`config.mk`:
```
export PLATFORM = sky130hd
export DESIGN_NAME = rx_d2c_test_responder
export DESIGN_NICKNAME = d
export VERILOG_FILES = /design/src/rtl/rx_d2c_test_responder.sv
export SDC_FILE = /design/constraint.sdc
export NUM_CORES = 1
export LEC_CHECK = 0
export ABC_AREA = 1
export BUFFER_PORTS_ARGS = -buffer_cell sky130_fd_sc_hd__buf_2
export CORE_UTILIZATION = 57
export DETAILED_ROUTE_END_ITERATION = 7
export MAX_ROUTING_LAYER = met4
export PLACE_DENSITY = 0.87
export SYNTH_ARGS = -nofsm -noshare
export SYNTH_HDL_FRONTEND = slang
export SYNTH_SLANG_ARGS = --single-unit
```
`constraint.sdc`:
```
create_clock -name i_clk -period 2.2 [get_ports i_clk]
set_input_delay 0.11 -clock i_clk [delete_from_list [all_inputs] [get_ports i_clk]]
set_output_delay 0.11 -clock i_clk [all_outputs]
set_load 0.05 [all_outputs]
```
`src/rtl/rx_d2c_test_responder.sv`:
```
// RX-side responder for receiver-initiated D2C point and sweep tests: answers partner
// sideband requests, steers the local comparator and returns per-lane error results.
module rx_d2c_test_responder #(
    parameter int unsigned SB_MSG_WIDTH   = 4,
    parameter int unsigned NUM_LANES      = 16,
    parameter int unsigned STEP_W         = 5,
    parameter int unsigned TIMEOUT_W      = 16,
    parameter int unsigned TIMEOUT_CYCLES = 16'hFFFF
) (
    input  logic                    i_clk,
    input  logic                    i_rst_n,
    input  logic                    i_test_en,
    input  logic                    i_sweep_mode,
    input  logic                    i_datavref_or_valvref,
    input  logic                    i_rx_msg_valid,
    input  logic [SB_MSG_WIDTH-1:0] i_decoded_SB_msg,
    input  logic                    i_SB_Busy,
    input  logic                    i_falling_edge_busy,
    input  logic                    i_tx_valid,
    input  logic [NUM_LANES-1:0]    i_lane_errors,
    output logic [SB_MSG_WIDTH-1:0] o_encoded_SB_msg_rx,
    output logic                    o_valid_rx,
    output logic [NUM_LANES-1:0]    o_lane_result,
    output logic [1:0]              o_mainband_pattern_comparator_cw,
    output logic                    o_comparison_valid_en,
    output logic [STEP_W-1:0]       o_step_count,
    output logic                    o_done,
    output logic                    o_timeout
);

    localparam logic [SB_MSG_WIDTH-1:0] START_REQ  = SB_MSG_WIDTH'(1);
    localparam logic [SB_MSG_WIDTH-1:0] START_RESP = SB_MSG_WIDTH'(2);
    localparam logic [SB_MSG_WIDTH-1:0] CLR_REQ    = SB_MSG_WIDTH'(3);
    localparam logic [SB_MSG_WIDTH-1:0] CLR_RESP   = SB_MSG_WIDTH'(4);
    localparam logic [SB_MSG_WIDTH-1:0] CNT_REQ    = SB_MSG_WIDTH'(5);
    localparam logic [SB_MSG_WIDTH-1:0] CNT_RESP   = SB_MSG_WIDTH'(6);
    localparam logic [SB_MSG_WIDTH-1:0] END_REQ    = SB_MSG_WIDTH'(7);
    localparam logic [SB_MSG_WIDTH-1:0] END_RESP   = SB_MSG_WIDTH'(8);

    localparam logic [1:0] CW_IDLE = 2'b00;
    localparam logic [1:0] CW_CLR  = 2'b01;
    localparam logic [1:0] CW_LFSR = 2'b10;

    localparam logic [STEP_W-1:0]    STEP_MAX = {STEP_W{1'b1}};
    localparam logic [TIMEOUT_W-1:0] TO_LAST  = TIMEOUT_W'(TIMEOUT_CYCLES - 1);

    typedef enum logic [3:0] {
        IDLE, WAIT_START, SEND_START, WAIT_CLR, SEND_CLR, WAIT_CNT,
        SEND_CNT, WAIT_NEXT, SEND_END, DONE, ERROR
    } state_t;

    state_t                  state_q, state_d;
    logic [TIMEOUT_W-1:0]    tcnt_q, tcnt_d;
    logic [NUM_LANES-1:0]    acc_q, acc_d;
    logic                    pending_q, pending_d;
    logic                    launched_q, launched_d;
    logic                    acked_q, acked_d;
    logic                    sweep_q, sweep_d;
    logic [SB_MSG_WIDTH-1:0] msg_d;
    logic                    valid_d;
    logic [NUM_LANES-1:0]    result_d;
    logic [1:0]              cw_d;
    logic                    cmp_en_d;
    logic [STEP_W-1:0]       step_d;
    logic                    done_d;
    logic                    timeout_d;
    logic                    expired;
    logic                    is_send;

    always_comb begin
        state_d    = state_q;
        tcnt_d     = tcnt_q;
        acc_d      = acc_q;
        pending_d  = pending_q;
        launched_d = launched_q;
        acked_d    = acked_q;
        sweep_d    = sweep_q;
        msg_d      = o_encoded_SB_msg_rx;
        valid_d    = o_valid_rx;
        result_d   = o_lane_result;
        cw_d       = o_mainband_pattern_comparator_cw;
        cmp_en_d   = o_comparison_valid_en;
        step_d     = o_step_count;
        done_d     = o_done;
        timeout_d  = o_timeout;
        expired    = (tcnt_q == TO_LAST);
        is_send    = (state_q == SEND_START) || (state_q == SEND_CLR) ||
                     (state_q == SEND_CNT)   || (state_q == SEND_END);

        if (o_mainband_pattern_comparator_cw == CW_LFSR || o_comparison_valid_en)
            acc_d = acc_q | i_lane_errors;

        // Response handshake: a falling-busy pulse clears valid and beats any set.
        if (is_send) begin
            if (i_falling_edge_busy && o_valid_rx) begin
                valid_d = 1'b0;
                acked_d = 1'b1;
            end else if (!launched_q && !acked_q && !i_falling_edge_busy) begin
                if (!pending_q) begin
                    if (!i_SB_Busy && !i_tx_valid) begin
                        valid_d    = 1'b1;
                        launched_d = 1'b1;
                    end else begin
                        pending_d = 1'b1;
                    end
                end else if (!i_tx_valid) begin
                    valid_d    = 1'b1;
                    launched_d = 1'b1;
                    pending_d  = 1'b0;
                end
            end
        end

        if (!i_test_en || state_q == IDLE) begin
            state_d    = i_test_en ? WAIT_START : IDLE;
            sweep_d    = i_sweep_mode;
            acc_d      = '0;
            msg_d      = '0;
            valid_d    = 1'b0;
            result_d   = '0;
            cw_d       = CW_IDLE;
            cmp_en_d   = 1'b0;
            step_d     = '0;
            done_d     = 1'b0;
            timeout_d  = 1'b0;
            pending_d  = 1'b0;
            launched_d = 1'b0;
            acked_d    = 1'b0;
        end else begin
            case (state_q)
                WAIT_START: begin
                    if (i_rx_msg_valid && i_decoded_SB_msg == START_REQ) begin
                        state_d = SEND_START;
                        msg_d   = START_RESP;
                    end else if (expired) state_d = ERROR;
                    else tcnt_d = tcnt_q + TIMEOUT_W'(1);
                end
                WAIT_CLR: begin
                    if (i_rx_msg_valid && i_decoded_SB_msg == CLR_REQ) begin
                        state_d = SEND_CLR;
                        msg_d   = CLR_RESP;
                    end else if (expired) state_d = ERROR;
                    else tcnt_d = tcnt_q + TIMEOUT_W'(1);
                end
                WAIT_CNT: begin
                    if (i_rx_msg_valid && i_decoded_SB_msg == CNT_REQ) begin
                        state_d  = SEND_CNT;
                        msg_d    = CNT_RESP;
                        cw_d     = CW_IDLE;
                        cmp_en_d = 1'b0;
                        result_d = acc_d;
                        step_d   = o_step_count + STEP_W'(1);
                    end else if (expired) state_d = ERROR;
                    else tcnt_d = tcnt_q + TIMEOUT_W'(1);
                end
                WAIT_NEXT: begin
                    if (i_rx_msg_valid && i_decoded_SB_msg == END_REQ) begin
                        state_d = SEND_END;
                        msg_d   = END_RESP;
                    end else if (i_rx_msg_valid && i_decoded_SB_msg == CLR_REQ && sweep_q) begin
                        if (o_step_count == STEP_MAX) begin
                            state_d = ERROR;
                        end else begin
                            state_d = SEND_CLR;
                            msg_d   = CLR_RESP;
                        end
                    end else if (expired) state_d = ERROR;
                    else tcnt_d = tcnt_q + TIMEOUT_W'(1);
                end
                SEND_START: if (acked_q) state_d = WAIT_CLR;
                SEND_CLR: begin
                    if (acked_q) begin
                        state_d = WAIT_CNT;
                        if (!i_datavref_or_valvref) cw_d = CW_LFSR;
                    end
                end
                SEND_CNT: if (acked_q) state_d = WAIT_NEXT;
                SEND_END: begin
                    if (acked_q) begin
                        state_d = DONE;
                        done_d  = 1'b1;
                    end
                end
                DONE, ERROR: state_d = state_q;
                default: state_d = IDLE;
            endcase

            // Comparator set-up on every entry into SEND_CLR.
            if (state_d == SEND_CLR && state_q != SEND_CLR) begin
                if (!i_datavref_or_valvref) begin
                    cw_d  = CW_CLR;
                    acc_d = '0;
                end else begin
                    cmp_en_d = 1'b1;
                end
            end

            if (state_d == ERROR && state_q != ERROR) begin
                timeout_d = 1'b1;
                cw_d      = CW_IDLE;
                cmp_en_d  = 1'b0;
                valid_d   = 1'b0;
            end
        end

        if (state_d != state_q) begin
            tcnt_d     = '0;
            pending_d  = 1'b0;
            launched_d = 1'b0;
            acked_d    = 1'b0;
        end
    end

    always_ff @(posedge i_clk or negedge i_rst_n) begin
        if (!i_rst_n) begin
            state_q                          <= IDLE;
            tcnt_q                           <= '0;
            acc_q                            <= '0;
            pending_q                        <= 1'b0;
            launched_q                       <= 1'b0;
            acked_q                          <= 1'b0;
            sweep_q                          <= 1'b0;
            o_encoded_SB_msg_rx              <= '0;
            o_valid_rx                       <= 1'b0;
            o_lane_result                    <= '0;
            o_mainband_pattern_comparator_cw <= CW_IDLE;
            o_comparison_valid_en            <= 1'b0;
            o_step_count                     <= '0;
            o_done                           <= 1'b0;
            o_timeout                        <= 1'b0;
        end else begin
            state_q                          <= state_d;
            tcnt_q                           <= tcnt_d;
            acc_q                            <= acc_d;
            pending_q                        <= pending_d;
            launched_q                       <= launched_d;
            acked_q                          <= acked_d;
            sweep_q                          <= sweep_d;
            o_encoded_SB_msg_rx              <= msg_d;
            o_valid_rx                       <= valid_d;
            o_lane_result                    <= result_d;
            o_mainband_pattern_comparator_cw <= cw_d;
            o_comparison_valid_en            <= cmp_en_d;
            o_step_count                     <= step_d;
            o_done                           <= done_d;
            o_timeout                        <= timeout_d;
        end
    end

endmodule
```
# After elaboration in Yosys (flattened, before gate mapping)
# Index checks and enable logic that the tools add are counted.
word_totals:
  reg_bits: 71
  out_inout_bits: 31
  inputBits: 29
  word_cells: 185
op_classes:
  n_reduce_logical: 46
  n_eq_ne: 36
  add_sub_neg: 2
  bitwise: 1
  muxes: 85
ops:
  columns: ["cell", "n"]
  rows:
  - ["two-way mux 16 bit", 15]
  - ["two-way mux 4 bit", 20]
  - ["one-hot mux 16 bit (4 select lines)", 1]
  - ["two-way mux 1 bit", 36]
  - ["one-hot mux 4 bit (9 select lines)", 1]
  - ["equality test 4 x 3 -> 1 bit, second input constant", 7]
  - ["!= test 3 bit, second input constant", 8]
  - ["adder 16 x 1 -> 16 bit, second input constant", 1]
  - ["equality test 16 bit, second input constant", 1]
  - ["equality test 4 bit, second input constant", 4]
  - ["bitwise OR 16 bit", 1]
  - ["one-hot mux 4 bit (4 select lines)", 1]
  - ["two-way mux 5 bit", 3]
  - ["nonzero test 5 bit", 3]
  - ["two-way mux 2 bit", 7]
  - ["equality test 4 x 2 -> 1 bit, second input constant", 3]
  - ["!= test 4 bit, second input constant", 3]
  - ["nonzero test 3 bit", 4]
  - ["logical AND 1 bit", 11]
  - ["nonzero test 2 bit", 5]
  - ["equality test 4 x 1 -> 1 bit, second input constant", 2]
  - ["nonzero test 4 bit", 2]
  - ["AND reduction 7 bit", 1]
  - ["zero test 1 bit", 6]
  - ["18 further kinds", 24]

# Depth between registers and ports, before layout
# Gate-level depths: netlist (run 1).
depth:
  word_depth: 12
  mapped_depth: 18
  mapped_depth_nobuf: 17

# Worst setup path after synthesis (run 1)
# Ideal clock, no wire load.
synth_timing:
  kind: "register -> register"
  from: "register o_step_count[1]"
  to: "register tcnt_q[10]"
  t_arrival_ns: 2.246
  t_required_ns: 2.135
  stages_incl_launch_ff: 18
  path_slack_ns: -0.111
  setup_time_ns: 0.065
  period_less_slack_ns: 2.311
  path_buffers: 1
  path_cell_list: "dfrtp_1 ha_1 inv_1 nor3_1 ha_1 inv_1 nand3_1 nor2_1 nor2_1 nand2_2 nand2_1 nand2_1 nand2_1 nand2_2 nor2_8 buf_6 nand4_1 nand2_1"
synth_between:
  elab_chain_cells: 10
  elab_cells_between_ends: 17
  cone_classes: "eq/ne (8); mux (7); reduce/logical (2)"
synth_lines:
  columns: ["item", "line_no", "text"]
  rows:
  - ["from (decl)", "26", "output logic [STEP_W-1:0] o_step_count,"]
  - ["from (signal assigned)", "244", "o_step_count <= step_d;"]
  - ["equality test 5 bit (*)", "161", "if (o_step_count == STEP_MAX) begin"]
  - ["two-way mux 4 bit (*)", "161", null]
  - ["two-way mux 4 bit (*)", "160", "end else if (i_rx_msg_valid && i_decoded_SB_msg == CLR_REQ && sweep_q) begin"]
  - ["two-way mux 4 bit (*)", "157", "if (i_rx_msg_valid && i_decoded_SB_msg == END_REQ) begin"]
  - ["one-hot mux 4 bit (9 select lines) (*)", "130", "case (state_q)"]
  - ["two-way mux 4 bit (*) (2 in a row)", "114", "if (!i_test_en || state_q == IDLE) begin"]
  - ["!= test 4 bit (*)", "206", "if (state_d != state_q) begin"]
  - ["!= test 3 bit (no line) (tied with other cells)", null, null]
  - ["AND reduction 7 bit (no line)", null, null]
  - ["to (signal assigned)", "233", "tcnt_q <= tcnt_d;"]
  - ["to (decl)", "53", "logic [TIMEOUT_W-1:0] tcnt_q, tcnt_d;"]
# Every way passes the cells marked *; elsewhere a longest branch is shown, timed or not. The select of a mux whose other input is x is not followed.
# A chain may end at the register's enable or synchronous reset.

# Worst setup path in the final report (run 1)
layout_timing:
  from: "register state_q[3]"
  to: "register tcnt_q[2]"
layout_between:
  elab_chain_cells: 9
  elab_cells_between_ends: 38
  cone_classes: "eq/ne (17); mux (16); reduce/logical (5)"
layout_lines:
  columns: ["item", "line_no", "text"]
  rows:
  - ["from (decl)", "52", "state_t state_q, state_d;"]
  - ["from (signal assigned)", "232", "state_q <= state_d;"]
  - ["two-way mux 4 bit", null, null]
  - ["two-way mux 4 bit", "160", null]
  - ["two-way mux 4 bit", "157", null]
  - ["one-hot mux 4 bit (9 select lines)", "130", null]
  - ["two-way mux 4 bit (2 in a row)", "114", null]
  - ["!= test 4 bit", "206", null]
  - ["!= test 3 bit (no line) (tied with other cells)", null, null]
  - ["AND reduction 7 bit (no line)", null, null]
# Several ways; a longest one is shown, not always the timed one. The select of a mux whose other input is x is not followed.

==> results.sh, run 1 <==
export IMPL_startpoint_type="flip-flop"
export IMPL_p_leak_nw=2.810
export IMPL_layout_common_cells="146 x nand2_1, 66 x dfrtp_1, 62 x inv_1"
export IMPL_p_switching_uw=654.3
export IMPL_ir_worst_vdd_v=0.0004103
export IMPL_grt_max_degree=28
export IMPL_final_antenna_net_count=0
export IMPL_cts_root_buf="clkbuf_8"
export IMPL_wl_per_cell_um=14.41
export IMPL_cts_buffers=9
export IMPL_synth_area_mux_share=0
export IMPL_cts_tree="built"
export IMPL_synthAdderAreaFrac=0.01279
export IMPL_io_buffers=58
export IMPL_gp_congestion=0.9308
export IMPL_clock_sinks=70
export IMPL_routed_via_count=3979
export IMPL_synth_fp_nets=565
export IMPL_rrSetupSlack_ps=60
export IMPL_core_area_sq_um=6495
export IMPL_synthesis_area_sq_um=3913
export IMPL_crit_fanout=6
export IMPL_cts_max_level=3
export IMPL_status="finished with violations"
export IMPL_slew_headroom=0.5730
export IMPL_synth_edf_count=0
export IMPL_dieArea_sq_um=7200
export IMPL_synth_top_family_by_area="simple AND/OR/NAND/NOR gates"
export IMPL_nNetsFinal=667
export IMPL_clk_path_buf_depth=2
export IMPL_period_needed_ps=2140
export IMPL_endpoint_kind="flip-flop"
export IMPL_io_pins=60
export IMPL_fmax_ghz=0.4674
export IMPL_synth_seq_area_share=0.4477
export IMPL_initial_core_util=0.6024
export IMPL_final_fill_count=433
export IMPL_power_frac_clock=0.427
export IMPL_drive_gt1_frac=0.2837
export IMPL_setup_viol_count_final=0
export IMPL_grt_pass1_wl_um=17150
export IMPL_hp_start="i_datavref_or_valvref"
export IMPL_rows=29
export IMPL_rsz0062_at_grt="yes"
export IMPL_clock_latency_ps=350
export IMPL_power_density_nw_per_um2=534.8
export IMPL_ys_dominant_reg_cell="dfrtp_1"
export IMPL_period_share=0.9726
export IMPL_report_final_slew_viol_count=0
export IMPL_r2r_start="state_q[3]"
export IMPL_synthDistinctLibCells=38
export IMPL_critical_path_class="flip-flop to flip-flop"
export IMPL_area_delta_synth_final_pct=28.69
export IMPL_hold_path_depth=3
export IMPL_violations="DRC"
export IMPL_finClkSkew_ps=9.777
export IMPL_seqPwrFrac=0.482
export IMPL_cap_violations=0
export IMPL_clkSlewWorstSetupHoldPaths_ps=80
export IMPL_synth_compound_area_frac=0.06012
export IMPL_die_x_um=84.85
export IMPL_dr_pass1_iters=8
export IMPL_dp_cells=688
export IMPL_grt_total_usage=0.3096
export IMPL_place_hpwl_um=7046
export IMPL_synth_simple_gate_area_frac=0.3572
export IMPL_p_comb_frac=0.091
export IMPL_netSwitchingFraction=0.2430
export IMPL_timing_rr_end="tcnt_q[2]"
export IMPL_wl_um=10310
export IMPL_final_cells=715
export IMPL_grt_pass1_vias=3753
export IMPL_dp_slack_ps=31.27
export IMPL_avgSynthCellArea_sq_um=7.354
export IMPL_p_int_mw=2.039
export IMPL_ys_ff_latch=70
export IMPL_die_h_um=84.85
export IMPL_grt_overflow=0
export IMPL_antenna_found_initial=0
export IMPL_setup_ws_ps=60.32
export IMPL_hold_path_endpoint="o_comparison_valid_en"
export IMPL_hold_viol_final=0
export IMPL_drc=4
export IMPL_final_common_cell="nand2_1"
export IMPL_async_flop_share=1.000
export IMPL_tightest_slew_ps=640.5
export IMPL_yosysWarnings=0
export IMPL_netlist_instances=532
export IMPL_hold_path_class="input port to flip-flop"
export IMPL_reg2reg_depth=15
export IMPL_cp_required_ps=2490
export IMPL_num_antenna_cells=0
export IMPL_viasPerCell=5.565
export IMPL_cp_arrival_ps=2430
export IMPL_synth_xor_area_frac=0.03134
export IMPL_drt_iter0_markers=454
## final cells by class
type	instances	area, sq um	share of cell area
clock buffers	11	141.4	0.02808
clock inverters	4	72.57	0.01441
inverters	72	275.3	0.05467
multi-input cells	375	1937	0.3847
flip-flops and latches	70	1757	0.3489
well taps	77	96.34	0.01914
repair buffers	106	755.7	0.1501
## synthesized netlist by cell type, types with 2 or more instances
| cell type | n | area (sq um) |
|---|---|---|
| o21ai_0 | 7 | 35.03 |
| nor3_1 | 8 | 40.04 |
| xor2_1 | 12 | 105.1 |
| clkbuf_1 | 4 | 15.01 |
| nor2_1 | 67 | 251.5 |
| xnor2_1 | 2 | 17.52 |
| buf_6 | 2 | 22.52 |
| nor2_8 | 2 | 40.04 |
| inv_2 | 7 | 26.28 |
| nand3_1 | 29 | 145.1 |
| nor2_2 | 3 | 18.77 |
| nor3_2 | 2 | 20.02 |
| nand4_1 | 28 | 175.2 |
| inv_1 | 65 | 244.0 |
| o22ai_1 | 2 | 12.51 |
| dfrtp_1 | 70 | 1752 |
| a21oi_1 | 25 | 125.1 |
| ha_1 | 4 | 50.05 |
| nand2_2 | 7 | 43.79 |
| buf_2 | 5 | 25.02 |
| nand2_1 | 161 | 604.3 |
| nand3_2 | 2 | 20.02 |
| buf_1 | 3 | 11.26 |
## power by group through the flow
| stage | registers, mW | clock network [mW] | logic (mW) |
|---|---|---|---|
| finish | 1.30 | 1.15 | 0.245 |
| global route | 1.30 | 1.21 | 0.268 |
| CTS | 1.30 | 1.16 | 0.234 |
| detailed placement | 1.32 | 0 | 0.229 |
| global placement | 1.32 | 0 | 0.222 |
| floorplan | 1.32 | 0 | 0.101 |
## critical path: stages, from the launching register on
cell and delay, ps:
dfrtp_1 430, inv_2 80, buf_4 140, buf_4 150, o21ai_1 140, nand3_1 100
nor2_1 130, nand2_2 90, nand2_1 90, nand2_1 70, nand2_2 80, nand2_4 70
nor2_8 180, clkbuf_16 180, nand4_1 80, nand2_1 80
## worst max-delay path by stage
stage | cells past startpoint | slack, ps | endpoint | startpoint
2_1_floorplan | 16 | 30 | tcnt_q[10] | o_step_count[3]
3_3_place_gp | 17 | 80 | tcnt_q[2] | o_step_count[1]
3_5_place_dp | 17 | 30 | tcnt_q[5] | o_step_count[1]
4_1_cts | 16 | 60 | launched_q | o_step_count[0]
5_1_grt | 15 | -110 | tcnt_q[8] | state_q[3]
6_report | 15 | 60 | tcnt_q[2] | state_q[3]
## logic make-up (layout without fill, tap and decap cells)
| family | after synthesis | after routing |
|---|---|---|
| simple gates | 314 | 314 |
| buf+inv | 87 | 193 |
| flops | 70 | 70 |
| compound gates | 42 | 42 |
| xor+xnor | 14 | 14 |
| fa+ha+maj | 4 | 4 |
| other cells | 1 | 1 |
## repair_timing
item                                    CTS  global route
hold endpoints to repair                 26             0
pin swaps                                 4            12
gates cloned                              1             1
resized for setup                         8            39
setup buffers                             3             5
hold buffers                              2             0
endpoints found under the setup margin   15            37
## through the flow
step / utilization / instance area [sq um] / setup TNS, ps / hold slack (ps) / power [mW]
after floorplan: - / 3915 / 0 / -185.6 / 1.426
after global placement: 0.7010 / 4553 / 0 / 159.6 / 1.543
after detailed placement: 0.7010 / 4553 / 0 / 163.8 / 1.550
after CTS: 0.7471 / 4852 / 0 / 50.15 / 2.691
after global routing: 0.7752 / 5035 / -1475 / 49.14 / 2.780
final: 0.7752 / 5035 / 0 / 61.17 / 2.693
## state kept, by name, summed over array words and instances, names as in the netlist
name / cells
tcnt_q: 16
acc_q: 16
o_step_count: 5
o_timeout: 1
acked_q: 1
o_encoded_SB_msg_rx: 3
pending_q: 1
o_mainband_pattern_comparator_cw: 2
sweep_q: 1
o_comparison_valid_en: 1
o_lane_result: 16
state_q: 4
o_done: 1
o_valid_rx: 1
launched_q: 1
## metal layers
layer	track usage	vias to the layer above	wire [um]
met3	0.04767	27	797
li1	-	1900	-
met4	0.1017	0	199
met2	0.5026	215	4874
met1	0.4018	1837	4433
met5	-	-	0
(Power assumes the default switching activity.)
==> run 2, diff against run 1 <==
ABC_AREA = default   (was 1)
CORE_MARGIN = 2   (was default)
CORE_UTILIZATION = 35   (was 57)
PLACE_DENSITY = 0.61   (was 0.87)
==> run 2 against run 1 <==
- the flow finishes with violations (setup timing)
- cell count is 12% lower
- die area is 54% higher
- maximum frequency is 2.9% lower
==> results.sh, run 2 <==
export IMPL_io_buffers=58
export IMPL_dieArea_sq_um=11080
export IMPL_dp_slack_ps=-65.42
export IMPL_initial_core_util=0.3638
export IMPL_nNetsFinal=523
export IMPL_crit_family="simple AND/OR/NAND/NOR gates"
export IMPL_cap_violations=0
export IMPL_hold_path_endpoint="acc_q[3]"
export IMPL_cts_tree="built"
export IMPL_final_fill_count=935
export IMPL_grt_pass1_vias=3238
export IMPL_drc=0
export IMPL_cts_root_buf="clkbuf_8"
export IMPL_reg2reg_depth=7
export IMPL_endpoint_kind="flip-flop"
export IMPL_p_leak_nw=2.126
export IMPL_cp_arrival_ps=2440
export IMPL_clock_sinks=70
export IMPL_synth_top_cell_by_area="dfrtp_1"
export IMPL_gp_congestion=0.9059
export IMPL_tightest_slew_ps=532.9
export IMPL_area_delta_synth_final_pct=35.29
export IMPL_final_common_cell="dfrtp_1"
export IMPL_netlist_instances=379
export IMPL_drive_gt1_frac=0.3535
export IMPL_cp_required_ps=2430
export IMPL_final_antenna_net_count=0
export IMPL_worst_path_largest_cell_delay_ps=530
export IMPL_ff_latch_area_sq_um=1757
export IMPL_core_area_sq_um=9864
export IMPL_avgSynthCellArea_sq_um=9.468
export IMPL_synthDistinctLibCells=62
export IMPL_placed_area_sq_um=4392
export IMPL_ys_ff_latch=70
export IMPL_grt_max_degree=71
export IMPL_wl_um=9408
export IMPL_period_share=1.002
export IMPL_setup_viol_count_final=7
export IMPL_path_cells="or2_1, or4_4, a211oi_4, o2111ai_2, o21ai_4, buf_12, nor2_1"
export IMPL_wl_per_cell_um=14.98
export IMPL_period_needed_ps=2205
export IMPL_multiInputGateArea_sq_um=1859
export IMPL_async_flop_share=1.000
export IMPL_rrSetupSlack_ps=-5
export IMPL_hold_viol_final=0
export IMPL_routed_via_count=3289
export IMPL_layout_common_cells="66 x dfrtp_1, 59 x nor2_1, 58 x buf_2"
export IMPL_finClkSkew_ps=13.65
export IMPL_synth_top_area_share=0.4881
export IMPL_rows=36
export IMPL_synthesis_area_sq_um=3588
export IMPL_slowest_stage="or4_4"
export IMPL_crit_fanout=16
export IMPL_yosysWarnings=0
export IMPL_clkSlewWorstSetupHoldPaths_ps=90
export IMPL_hold_path_depth=3
export IMPL_fin_util=0.4921
export IMPL_report_final_slew_viol_count=0
export IMPL_antenna_found_initial=0
export IMPL_clock_latency_ps=340
export IMPL_grt_total_usage=0.1805
export IMPL_synth_edf_count=0
export IMPL_dr_pass1_iters=5
export IMPL_ys_dominant_reg_cell="dfrtp_1"
export IMPL_cts_max_level=3
export IMPL_io_pins=60
export IMPL_place_hpwl_um=6591
export IMPL_cp_num_cells=7
export IMPL_setup_ws_ps=-4.715
export IMPL_cts_buffers=9
export IMPL_violations="setup timing"
export IMPL_synth_seq_area_share=0.4881
export IMPL_grt_pass1_wl_um=15840
export IMPL_viasPerCell=5.237
export IMPL_synth_fp_nets=412
export IMPL_die_x_um=105.3
export IMPL_critical_path_class="flip-flop to flip-flop"
export IMPL_clk_path_buf_depth=2
export IMPL_r2r_start="state_q[2]"
export IMPL_rsz0062_at_grt="yes"
export IMPL_synth_most_common_cell="dfrtp_1"
export IMPL_top_regs="acc_q x16, o_lane_result x16, tcnt_q x16"
export IMPL_slew_headroom=0.6447
export IMPL_stdcell_area_sq_um=4855
export IMPL_cp_num_buf_inv=1
export IMPL_die_h_um=105.3
export IMPL_startpoint_type="flip-flop"
export IMPL_ys_top_cells_by_area="dfrtp_1 49%, nor2_1 6.4%, a21oi_1 5.7%, a211oi_1 4.2%, nand2_1 2.0%"
export IMPL_status="finished with violations"
export IMPL_num_antenna_cells=0
export IMPL_grt_overflow=0
export IMPL_hp_start="i_lane_errors[3]"
export IMPL_fmax_ghz=0.4536
export IMPL_timing_rr_end="acc_q[10]"
export IMPL_drt_iter0_markers=145
export IMPL_power_density_nw_per_um2=541.4
export IMPL_synthTopCellsByCount="70 x dfrtp_1, 61 x nor2_1, 41 x a21oi_1"
export IMPL_hold_path_class="input port to flip-flop"
export IMPL_ir_worst_vdd_v=0.0003811
run 2: cell count changes in the layout (fill, tap and decap cells not counted), sizes merged, moves of 18 or more:
cell    before  now
a211oi       1   21
nand2      168   19
a21oi       25   43
nand4       29    8
inv         72   11
nand3       31    7
run 2: worst reg2reg max path, delay by kind of cell, from the launching register on:
kind | cells | cell delay [ps]
flops | 1 | 450
simple gates | 3 | 820
buf+inv | 1 | 160
compound gates | 3 | 660
run 2: final cells by class:
| cell class | count | area share |
|---|---|---|
| clock buffers | 10 | 0.02629 |
| clock inverters | 6 | 0.01443 |
| inverters | 10 | 0.007732 |
| multi-input cells | 276 | 0.3830 |
| flip-flops and latches | 70 | 0.3619 |
| well taps | 133 | 0.03428 |
| repair buffers | 123 | 0.1724 |
run 2: power by group:
part	switching (mW)	leakage, nW	internal [mW]	total, mW
logic	0.155	1.07	0.113	0.269
registers	0.00656	0.968	1.29	1.30
clock network	0.531	0.0891	0.530	1.06
total	0.693	2.13	1.93	2.63
run 2: how the worst max path moves through the flow:
| stage | from | endpoint | slack (ps) |
|---|---|---|---|
| after detailed placement | state_q[2] | acc_q[10] | -70 |
| after global routing | state_q[3] | acc_q[15] | -90 |
| after global placement | o_step_count[0] | o_mainband_pattern_comparator_cw[1] | -40 |
| after floorplan | o_step_count[0] | acc_q[10] | -130 |
| after CTS | o_step_count[1] | acc_q[10] | -20 |
| final | state_q[2] | acc_q[10] | -5 |
run 2: routing by layer:
layer / track usage / wire (um)
met4: 0.03333 / 59
met3: 0.05009 / 377
met5: - / 0
met1: 0.2418 / 4529
met2: 0.2770 / 4443
run 2: cells by family after synthesis:
kind of cell | synth area share
and+or+nand+nor | 0.2158
AOI/OAI and AO/OA | 0.2109
DFF | 0.4881
buffers and inverters | 0.04254
xor gates and xnor gates | 0.02196
adders and majority gates | 0.01395
muxes | 0.005579
other | 0.001045
run 2: metrics by stage:
stage	power [mW]	hold WS [ps]	std cells	TNS, ps
final	2.628	19.79	628	-18.34
after global routing	2.736	14.29	628	-1430
after CTS	2.636	0.9212	622	-152.5
after detailed placement	1.561	169.1	599	-997.7
after global placement	1.559	166.4	599	-399.8
after floorplan	1.434	-185.6	379	-1451
run 2: repair_timing:
item,CTS,global route
endpoints found under the setup margin,26,42
buffers inserted,3,6
resized for setup,5,26
hold buffers,4,0
hold endpoints to repair,73,0
pin swaps,7,13
gates cloned,0,0
==> run 3, diff against run 2 <==
BUFFER_PORTS_ARGS = default   (was -buffer_cell sky130_fd_sc_hd__buf_2)
DONT_BUFFER_PORTS = 1   (was default)
HOLD_SLACK_MARGIN = 0.02   (was default)
PLACE_DENSITY = 0.56   (was 0.61)
==> run 3 against run 2 <==
- cell count decreased by 6.1%
- total power decreased by 3.5%
- the flow still finishes with violations (setup timing)
- global-route usage increased by 0.68 points
- die area unchanged
- first-iteration DRC count increased by 2.1%
==> results.sh, run 3 (synthesized netlist as in run 2, its figures left out) <==
export IMPL_status="finished with violations"
export IMPL_violations="setup timing"
export IMPL_wl_met2_um=4732
export IMPL_clkSlewWorstSetupHoldPaths_ps=80
export IMPL_io_buffers=0
export IMPL_layout_common_cells="67 x dfrtp_1, 59 x buf_4, 58 x nor2_1"
export IMPL_ir_worst_vdd_v=0.0003899
export IMPL_wl_met3_um=517
export IMPL_final_antenna_net_count=0
export IMPL_tightest_slew_ps=553.9
export IMPL_die_h_um=105.3
export IMPL_crit_fanout=16
export IMPL_setup_ws_ps=-58.90
export IMPL_grt_overflow=0
export IMPL_nNetsFinal=485
export IMPL_dp_cells=545
export IMPL_dp_slack_ps=-139.3
export IMPL_period_needed_ps=2259
export IMPL_startpoint_type="flip-flop"
export IMPL_slew_headroom=0.6307
export IMPL_drt_iter0_markers=148
export IMPL_hold_path_class="input port to flip-flop"
export IMPL_die_x_um=105.3
export IMPL_cp_arrival_ps=2490
export IMPL_hold_viol_final=0
export IMPL_grt_pass1_vias=3146
export IMPL_period_share=1.027
export IMPL_initial_core_util=0.3638
export IMPL_critical_path_class="flip-flop to flip-flop"
export IMPL_power_frac_clock=0.387
export IMPL_wl_per_cell_um=16.79
export IMPL_cp_endpoint="acc_q[12]"
export IMPL_endpoint_kind="flip-flop"
export IMPL_p_switching_uw=688.2
export IMPL_stdcell_area_sq_um=4780
export IMPL_grt_total_usage=0.1873
export IMPL_setup_tns_ps=-727.9
export IMPL_setup_viol_count_final=16
export IMPL_p_leak_nw=1.934
export IMPL_antenna_found_initial=0
export IMPL_dieArea_sq_um=11080
export IMPL_rsz0062_at_grt="yes"
export IMPL_p_int_mw=1.847
export IMPL_fin_util=0.4845
export IMPL_m1WireLength_um=4511
export IMPL_gp_congestion=0.8742
export IMPL_place_hpwl_um=6655
export IMPL_placed_area_sq_um=4119
export IMPL_drive_gt1_frac=0.2845
export IMPL_cts_root_buf="clkbuf_8"
export IMPL_startpoint="state_q[2]"
export IMPL_clock_latency_ps=350
export IMPL_final_cells=590
export IMPL_reg2reg_depth=7
export IMPL_final_common_cell="dfrtp_1"
export IMPL_clk_path_buf_depth=2
export IMPL_dr_pass1_iters=4
export IMPL_highest_layer="met4"
export IMPL_timing_rr_end="acc_q[12]"
export IMPL_top_regs="acc_q x16, o_lane_result x16, tcnt_q x16"
export IMPL_wl_um=9907
export IMPL_clock_sinks=70
export IMPL_cap_violations=0
export IMPL_seqPwrFrac=0.513
export IMPL_viasPerCell=5.361
export IMPL_grt_pass1_wl_um=15960
export IMPL_io_pins=60
export IMPL_power_density_nw_per_um2=530.4
export IMPL_routed_via_count=3163
export IMPL_report_final_slew_viol_count=0
export IMPL_r2r_start="state_q[2]"
export IMPL_rows=36
export IMPL_cts_max_level=3
export IMPL_drc=0
export IMPL_cts_tree="built"
export IMPL_cp_required_ps=2430
export IMPL_cts_buffers=9
export IMPL_num_antenna_cells=0
export IMPL_final_fill_count=904
export IMPL_finClkSkew_ps=10.28
export IMPL_core_area_sq_um=9864
export IMPL_area_delta_synth_final_pct=33.19
export IMPL_grt_max_degree=71
export IMPL_rrSetupSlack_ps=-60
export IMPL_netSwitchingFraction=0.2715
export IMPL_fmax_ghz=0.4427
export IMPL_p_comb_frac=0.100
-- run 3: power by group through the flow --
| stage | sequential, mW | clock [mW] | combinational, mW |
|---|---|---|---|
| after floorplan | 1.32 | 0 | 0.109 |
| after global placement | 1.33 | 0 | 0.169 |
| after detailed placement | 1.33 | 0 | 0.169 |
| after CTS | 1.30 | 1.01 | 0.239 |
| after global routing | 1.30 | 1.06 | 0.277 |
| final | 1.30 | 0.982 | 0.253 |
-- run 3: cell type report --
class                      instances  area (sq um)  share of cell area
clock inverter                     6         46.29            0.009686
clock buffer                      10         137.6             0.02880
timing repair buffer              85         743.2              0.1555
tap                              133         166.4             0.03482
sequential                        70          1755              0.3673
inverter                          10         37.54            0.007853
multi-input combinational        276          1893              0.3961
-- run 3: worst min path at each step --
| stage | startpoint | to | slack [ps] | depth (start not counted) |
|---|---|---|---|---|
| floorplan | i_rst_n | acc_q[0] | -190 | 0 |
| global placement | i_rst_n | o_encoded_SB_msg_rx[3] | -180 | 0 |
| detailed placement | i_rst_n | tcnt_q[5] | -180 | 0 |
| CTS | i_datavref_or_valvref | o_mainband_pattern_comparator_cw[0] | 20 | 3 |
| global route | i_datavref_or_valvref | o_mainband_pattern_comparator_cw[0] | 40 | 3 |
| finish | i_falling_edge_busy | o_valid_rx | 40 | 2 |
-- run 3: critical path: stages, from the launching register on --
cell and delay (ps):
dfrtp_1 430, or2_1 260, or4_1 560, a211oi_4 300
o2111ai_2 170, o21ai_4 200, buf_12 160, nor2_1 50
-- run 3: repair_timing --
item / CTS / global route
setup buffers: 0 / 8
endpoints found under the hold margin: 101 / 0
hold buffers: 22 / 0
pin swaps: 7 / 16
setup endpoints to repair: 26 / 42
gates resized for setup: 12 / 28
-- run 3: per-stage QoR --
step	power [mW]	hold slack [ps]
after detailed placement	1.496	-182.8
final	2.535	35.12
after floorplan	1.434	-185.6
after CTS	2.553	22.89
after global routing	2.635	35.05
after global placement	1.495	-183.2
-- run 3: routing by layer --
| layer | GRT usage | up-vias |
|---|---|---|
| met2 | 0.2935 | 78 |
| met4 | 0.05905 | 0 |
| met5 | - | - |
| met3 | 0.04762 | 11 |
| met1 | 0.2385 | 1540 |
| li1 | - | 1534 |
